==> src/rtl/fifo_share_arbiter.sv <==
// Round-robin arbiter with burst locking in front of one bypass-FIFO enqueue port.
// Optional per-requester beat counters: define FIFO_SHARE_ARBITER_STATS_EN.
module fifo_share_arbiter #(
  parameter int N     = 32,
  parameter int NREQ  = 4,
  parameter int BURST = 4
) (
  input  logic                      clk,
  input  logic                      rst_n,
  input  logic [NREQ-1:0]           req,
  input  logic [NREQ*N-1:0]         req_data,
  output logic [NREQ-1:0]           grant,
  input  logic                      fifo_full,
  output logic                      fifo_we,
  output logic [N-1:0]              fifo_wdata,
  output logic [$clog2(NREQ)-1:0]   owner
`ifdef FIFO_SHARE_ARBITER_STATS_EN
  ,
  input  logic                      stats_clr,
  output logic [NREQ*16-1:0]        gnt_cnt
`endif
);

  localparam int          IW = $clog2(NREQ);
  localparam int          CW = $clog2(BURST + 1);
  localparam int unsigned NR = NREQ;
  localparam int unsigned NW = N;

  typedef enum logic {IDLE, LOCK} state_e;

  state_e          state_q, state_d;
  logic [IW-1:0]   ptr_q, ptr_d;
  logic [IW-1:0]   own_q, own_d;
  logic [CW-1:0]   cnt_q, cnt_d;

  logic [NREQ-1:0] gnt;
  logic [IW-1:0]   base;
  logic [IW-1:0]   win;
  logic            found;
  logic [IW-1:0]   idx;

  // A dropped owner is scanned from its own index so it cannot re-win first.
  always_comb begin
    base  = (state_q == LOCK && !req[own_q]) ? own_q : ptr_q;
    found = 1'b0;
    win   = '0;
    idx   = '0;
    for (int unsigned k = 1; k <= NR; k++) begin
      idx = IW'((32'(base) + k) % NR);
      if (!found && req[idx]) begin
        found = 1'b1;
        win   = idx;
      end
    end
  end

  always_comb begin
    state_d = state_q;
    ptr_d   = ptr_q;
    own_d   = own_q;
    cnt_d   = cnt_q;
    gnt     = '0;
    if (rst_n && !fifo_full) begin
      if (state_q == LOCK && req[own_q]) begin
        gnt[own_q] = 1'b1;
        cnt_d      = cnt_q + CW'(1);
        if (32'(cnt_q) + 32'd1 == 32'(BURST)) begin
          state_d = IDLE;
          ptr_d   = own_q;
        end
      end else begin
        state_d = IDLE;
        if (state_q == LOCK) ptr_d = own_q;
        if (found) begin
          gnt[win] = 1'b1;
          ptr_d    = win;
          own_d    = win;
          cnt_d    = CW'(1);
          state_d  = (BURST > 1) ? LOCK : IDLE;
        end
      end
    end
  end

  always_ff @(posedge clk or negedge rst_n) begin
    if (!rst_n) begin
      state_q <= IDLE;
      ptr_q   <= IW'(NREQ - 1);
      own_q   <= '0;
      cnt_q   <= '0;
    end else begin
      state_q <= state_d;
      ptr_q   <= ptr_d;
      own_q   <= own_d;
      cnt_q   <= cnt_d;
    end
  end

  assign grant   = gnt;
  assign fifo_we = |gnt;
  assign owner   = own_q;

  always_comb begin
    fifo_wdata = '0;
    for (int unsigned i = 0; i < NR; i++) begin
      if (gnt[i]) fifo_wdata = req_data[i*NW +: N];
    end
  end

`ifdef FIFO_SHARE_ARBITER_STATS_EN
  logic [15:0] gcnt_q [NREQ];

  always_ff @(posedge clk or negedge rst_n) begin
    if (!rst_n) begin
      for (int unsigned i = 0; i < NR; i++) gcnt_q[i] <= '0;
    end else begin
      for (int unsigned i = 0; i < NR; i++) begin
        if (stats_clr)
          gcnt_q[i] <= '0;
        else if (gnt[i] && gcnt_q[i] != '1)
          gcnt_q[i] <= gcnt_q[i] + 16'd1;
      end
    end
  end

  always_comb begin
    gnt_cnt = '0;
    for (int unsigned i = 0; i < NR; i++) gnt_cnt[i*16 +: 16] = gcnt_q[i];
  end
`endif

endmodule

==> config.mk <==
export PLATFORM = sky130hd
export DESIGN_NAME = fifo_share_arbiter
export DESIGN_NICKNAME = d
export VERILOG_FILES = /design/src/rtl/fifo_share_arbiter.sv
export SDC_FILE = /design/constraint.sdc
export NUM_CORES = 1
export LEC_CHECK = 0
export ABC_AREA = 1
export BUFFER_PORTS_ARGS = -buffer_cell sky130_fd_sc_hd__buf_2
export CORE_ASPECT_RATIO = 0.9
export CORE_MARGIN = 2
export CORE_UTILIZATION = 39
export DETAILED_ROUTE_END_ITERATION = 10
export GPL_TIMING_DRIVEN = 0
export HOLD_SLACK_MARGIN = 0.05
export PLACE_DENSITY = 0.83
export SLEW_MARGIN = 25
export SYNTH_ARGS = -nofsm -noshare
export SYNTH_HDL_FRONTEND = slang
export SYNTH_SLANG_ARGS = --single-unit
==> constraint.sdc <==
create_clock -name clk -period 3.2 [get_ports clk]
set_input_delay 0.32 -clock clk [delete_from_list [all_inputs] [get_ports clk]]
set_output_delay 0.32 -clock clk [all_outputs]
set_load 0.05 [all_outputs]
==> impl_metrics.yaml, run 1 <==
finish:
  seqCellArea_um2: 203
  nFillCells: 381
  multi_input_area_mm2: 0.00177
  area_growth_pct: 86.5
  num_antenna_cells: 0
  drive_gt1_share_pct: 57.8
  fin_cells: 594
  num-nets-final: 667
timing:
  holdWs_ns: 0.467
  period_needed_ns: 3.20
  period_share_pct: 100
  rsz0062_at_grt: "yes"
  skew_ns: 0.00289
  setup_slack_ns: -0.00394
  hold_violations: 0
  tightest_slew_ns: 0.369
  finalSetupViolations: 1
  slew_headroom_pct: 75.4
  drv_slew: 0
  fmax_mhz: 312
outcome:
  status: "finished with violations"
  violations: "negative setup slack"
floorplanning:
  dieArea_mm2: 0.00553
  die_y_um: 70.8
  num_io_pins: 174
  rows: 24
  initial_utilization_pct: 40.2
  core_region_area_mm2: 0.00480
  dieWidth_um: 78.2
synthesis:
  synthCells: 331
  yosysWarnings: 0
  synthesis.nets: 468
  synth_top_flop_cell: "dfrtp_1"
  synth.top_cell.area_share_pct: 27.6
  synth_edf_count: 0
  yosysTopAreaCell: "nand2_1"
  synth_area_leaders: "nand2_1 28%, nand3_1 12%, nand4_1 11%"
  seq_area_frac_synth_pct: 10.5
  synth.most_common_cell: "nand2_1"
  ys_ff_latch: 8
  avgSynthCellArea_um2: 5.84
  synthArstFlopShare_pct: 100
  yosysUniqueCellTypes: 29
  netlist_top_cells_count: "142 x nand2_1, 45 x nand3_1, 34 x nand4_1, 23 x nand2_2, 14 x inv_1"
  netlist_area_mm2: 0.00193
detailed_routing:
  routedWlPerCell_um: 14.2
  drt_iter0_markers: 131
  antenna_left: 0
  dr.pass1.iters: 5
  drc_errors: 0
  vias_per_cell: 5.26
  wirelength_mm: 8.45
  vias: 3123
grt:
  track_usage_pct: 23.9
  grt_pass1_vias: 2496
  overflow: 0
  grt_pass1_wl_mm: 11.2
  grt_antenna_before_repair: 0
  grt_max_degree: 11
placement:
  hpwl_mm: 5.90
  numPortBuffers: 173
  dpl.cell_count: 569
  place.gp.congestion: 0.838
flow_run:
  max_cap_viol_count: 0
clocking:
  cts_root_buf: "clkbuf_8"
  cts.htree.levels: 1
  cts_tree: "yes"
  cts_buffers: 3
  clk_latency_ns: 0.22
  cts_sinks: 8
  path_clk_slew_ns: 0.04
  clockBufferDepth: 2
critical_path:
  required_ns: 2.88
  worstSetupStartpointType: "flop"
  crit_start: "owner[0]"
  worst_ep_arrival_time_ns: 2.88
  path_max_fanout: 8
  r2r-start: "owner[0]"
  path_class: "flop to output pin"
  cp-end-kind: "output pin"
hold_path:
  worst_hold_path_type: "primary input to asynchronous set/reset pin"
==> metal layers <==
layer  GRT usage [%]  wire, um
met1            31.2      3380
met2            44.1      4430
met5               0         0
met3            1.40       517
met4            4.29       127
==> cell families after synthesis <==
logic type / synth area share [%]
AND/OR/NAND/NOR: 71.2
AO/OA/AOI/OAI: 4.99
flip-flops: 10.5
buffers and inverters: 11.6
XOR/XNOR: 0.453
adder cells (fa/ha/maj): 1.30
==> layout make-up <==
| type | instances | share of cell area, % |
|---|---|---|
| Inverter | 17 | 2.05 |
| Tap cell | 65 | 2.26 |
| Buffer | 17 | 5.31 |
| Sequential cell | 8 | 5.62 |
| Timing Repair Buffer | 193 | 34.3 |
| Multi-Input combinational cell | 290 | 49.2 |
| Clock buffer | 4 | 1.25 |
==> what timing repair did <==
action                                  in CTS  in global routing
resized for setup                           24                123
pin swaps                                    0                 23
hold endpoints to repair                     6                  0
cloned                                       0                  5
endpoints found under the setup margin      24                 36
buffers inserted                             0                 15
hold buffers                                 1                  0
==> state kept, by name, summed over array words and instances, names as in the netlist <==
| register | cells |
|---|---|
| cnt_q | 3 |
| owner | 2 |
| ptr_q | 2 |
| state_q | 1 |
==> critical path: stages (launching register included) <==
cell	delay, ns
dfrtp_1	0.39
buf_6	0.15
nand2_1	0.08
nand2_2	0.05
nand2_2	0.07
nand3_4	0.12
nand2_4	0.13
nand2_8	0.08
nand2_4	0.10
nand2_8	0.08
o21ai_4	0.24
nand3_4	0.13
nor2_8	0.20
nor2_4	0.07
nand3_4	0.12
nand2_8	0.09
buf_8	0.15
nand3_1	0.07
nand4_1	0.14
buf_6	0.18
==> worst paths after layout <==
kind,endpoint,slack (ns),cells past startpoint
min in group clk,cnt_q[0],0.53,4
worst min register to register,cnt_q[1],0.56,2
max in group asynchronous,ptr_q[0],2.49,2
worst max-delay path,fifo_wdata[7],-0.004,19
worst min-delay path,cnt_q[0],0.47,2
worst max register to register,ptr_q[0],0.75,16
==> through the flow <==
stage	area [um^2]	worst slack, ns	util [%]	setup TNS [ns]
5_1_grt	3600	-0.184	75.0	-3.97
3_5_place_dp	2880	0.222	59.9	0
2_1_floorplan	1930	0.00513	-	0
3_3_place_gp	2880	0.252	59.9	0
4_1_cts	2990	0.00372	62.3	0
6_report	3600	-0.00394	75.0	-0.00394
==> cell usage in the layout (no fill, tap or decap), types with 2 or more instances in the layout <==
| cell | n |
|---|---|
| nand3_1 | 30 |
| buf_4 | 15 |
| nand2_2 | 39 |
| nand2_8 | 3 |
| nand3_4 | 5 |
| nand4_1 | 34 |
| nand3_2 | 20 |
| nand2_1 | 118 |
| nor2_1 | 3 |
| o21ai_0 | 8 |
| buf_2 | 146 |
| inv_1 | 13 |
| nor2_4 | 6 |
| nand2_4 | 12 |
| dfstp_2 | 2 |
| ha_1 | 2 |
| dfrtp_1 | 6 |
| clkbuf_8 | 3 |
| buf_8 | 5 |
| o211ai_1 | 2 |
| buf_6 | 42 |
Power of run 1 is not shown: default switching activity piles up to over one toggle a cycle in this logic, so the estimate is an artifact.
==> run 2: changes to the inputs <==
Settings changed: CORE_ASPECT_RATIO 0.9 to 1.5.
==> run 2 against run 1 <==
Effect of this change: the run still ends with negative setup slack left; utilization down 0.75 points; global-route usage rose by 3.9 points; clock-buffer cell count unchanged; register-to-register slack lost 0.07 ns; critical path type unchanged; highest routed layer is now met5.
==> impl_metrics.yaml, run 2 (synthesized netlist as in run 1, its figures left out) <==
critical_path:
  worst_ep_arrival_time_ns: 2.92
  reg2reg_slack_ns: 0.68
  critical-path-max-stage-delay_ns: 0.38
  required_ns: 2.88
  slowest_stage: "dfrtp_1"
  worstSetupStartpointType: "flop"
  r2r-start: "owner[0]"
  path_class: "flop to output pin"
  crit_chain: "buf_6, inv_8, nand2_4, nand2_2, nand2_2, nand3_4, nand2_4, nand2_4, nand2_4, nand2_8, o21ai_4, nand3_4, nor2_8, nor2_4, nand3_2, nand2_4, buf_8, nand3_2, nand4_1, buf_6"
  cp-end-kind: "output pin"
  crit_top_cell: "nand2_4"
  r2r_cells: 20
  reg2reg_to: "ptr_q[0]"
  path_max_fanout: 8
clocking:
  cts.htree.levels: 1
  cts_root_buf: "clkbuf_8"
  cts_buffers: 3
  clockBufferDepth: 2
  cts_sinks: 8
  clk_latency_ns: 0.23
  path_clk_slew_ns: 0.04
  cts_tree: "yes"
finish:
  final_common_cell: "buf_2"
  regMostFlops: "cnt_q"
  drive_gt1_share_pct: 57.7
  nFillCells: 387
  layout_common_cells: "142 x buf_2, 123 x nand2_1, 42 x buf_6"
  largest_reg_flops: 3
  fin_cells: 594
  area_growth_pct: 84.8
  stdcell_area_mm2: 0.00357
  num-nets-final: 665
grt:
  grt_antenna_before_repair: 3
  grt_pass1_wl_mm: 12.3
  grt_pass1_vias: 2793
  grt_max_degree: 11
  track_usage_pct: 27.8
  overflow: 0
floorplanning:
  rows: 31
  die_y_um: 90.2
  dieWidth_um: 61.5
  initial_utilization_pct: 40.2
  core_region_area_mm2: 0.00481
  dieArea_mm2: 0.00554
  num_io_pins: 174
detailed_routing:
  routedWlPerCell_um: 15.0
  dr.pass1.iters: 5
  antenna_left: 0
  vias_per_cell: 5.33
  drt_iter0_markers: 219
  vias: 3167
  drc_errors: 0
  wirelength_mm: 8.94
timing:
  setup_slack_ns: -0.0404
  drv_slew: 0
  finalSetupViolations: 5
  rsz0062_at_grt: "yes"
  slew_headroom_pct: 75.1
  holdWs_ns: 0.466
  period_share_pct: 101
  skew_ns: 0.00294
  fmax_mhz: 309
  tightest_slew_ns: 0.374
  period_needed_ns: 3.24
  hold_violations: 0
flow_run:
  max_cap_viol_count: 0
placement:
  dpl.cell_count: 570
  placed_area_mm2: 0.00288
  numPortBuffers: 173
  place.gp.congestion: 0.896
  hpwl_mm: 6.35
  pre_cts_ws_ns: 0.190
outcome:
  violations: "negative setup slack"
  status: "finished with violations"
hold_path:
  worst_hold_path_type: "primary input to asynchronous set/reset pin"
## run 2: changes by cell type in the layout (fill, tap and decap cells not counted), moves of 3 or more
| cell | delta |
|---|---|
| buf_2 | -4 |
| clkbuf_4 | +3 |
| nand2_1 | +5 |
| nand2_2 | -6 |
| nand2_4 | +3 |
| nand3_1 | -5 |
| nand3_2 | +7 |
## run 2: timing repair
action | CTS | global route
pin swaps | 1 | 26
buffers inserted | 1 | 12
hold buffers | 1 | 0
gates resized for setup | 31 | 107
cloned | 0 | 5
hold endpoints to repair | 6 | 0
setup endpoints to repair | 30 | 36
## run 2: layout make-up
cell class / instances / area (um^2) / area share (%)
Inverter: 17 / 71.3 / 2.00
Clock buffer: 4 / 45.0 / 1.26
Multi-Input combinational cell: 290 / 1760 / 49.3
Buffer: 17 / 176 / 4.94
Sequential cell: 8 / 203 / 5.68
Antenna cell: 1 / 2.50 / 0.0701
Tap cell: 66 / 82.6 / 2.31
Timing Repair Buffer: 191 / 1230 / 34.4
## run 2: through the flow
step	utilization (%)	TNS, ns
after floorplan	-	0
after global placement	59.9	0
after detailed placement	59.9	0
after CTS	62.9	0
after global routing	74.2	-4.50
final	74.2	-0.0588
## run 2: critical path, delay by kind of cell (launching register included)
family	cells	cell delay, ns
AOI/OAI and AO/OA	1	0.22
buffers and inverters	4	0.57
DFF	1	0.38
and+or+nand+nor	15	1.52
## run 2: how the worst max path moves through the flow
stage / startpoint / endpoint / cells past startpoint
6_report: owner[0] / fifo_wdata[5] / 20
5_1_grt: owner[0] / fifo_wdata[5] / 23
4_1_cts: owner[0] / fifo_wdata[5] / 20
3_5_place_dp: owner[0] / fifo_wdata[5] / 20
3_3_place_gp: owner[0] / fifo_wdata[18] / 20
2_1_floorplan: owner[1] / fifo_wdata[22] / 19
## run 2: layer usage
layer | vias up | share of wire, % | wire, um | GRT usage (%)
li1 | 1508 | - | - | -
met1 | 1449 | 35 | 3150 | 30.5
met2 | 176 | 51 | 4550 | 47.8
met3 | 32 | 11 | 1000 | 11.5
met4 | 2 | 2.6 | 235 | 7.27
met5 | - | 0.078 | 7 | 0
Power of run 2 is left out for the same reason.
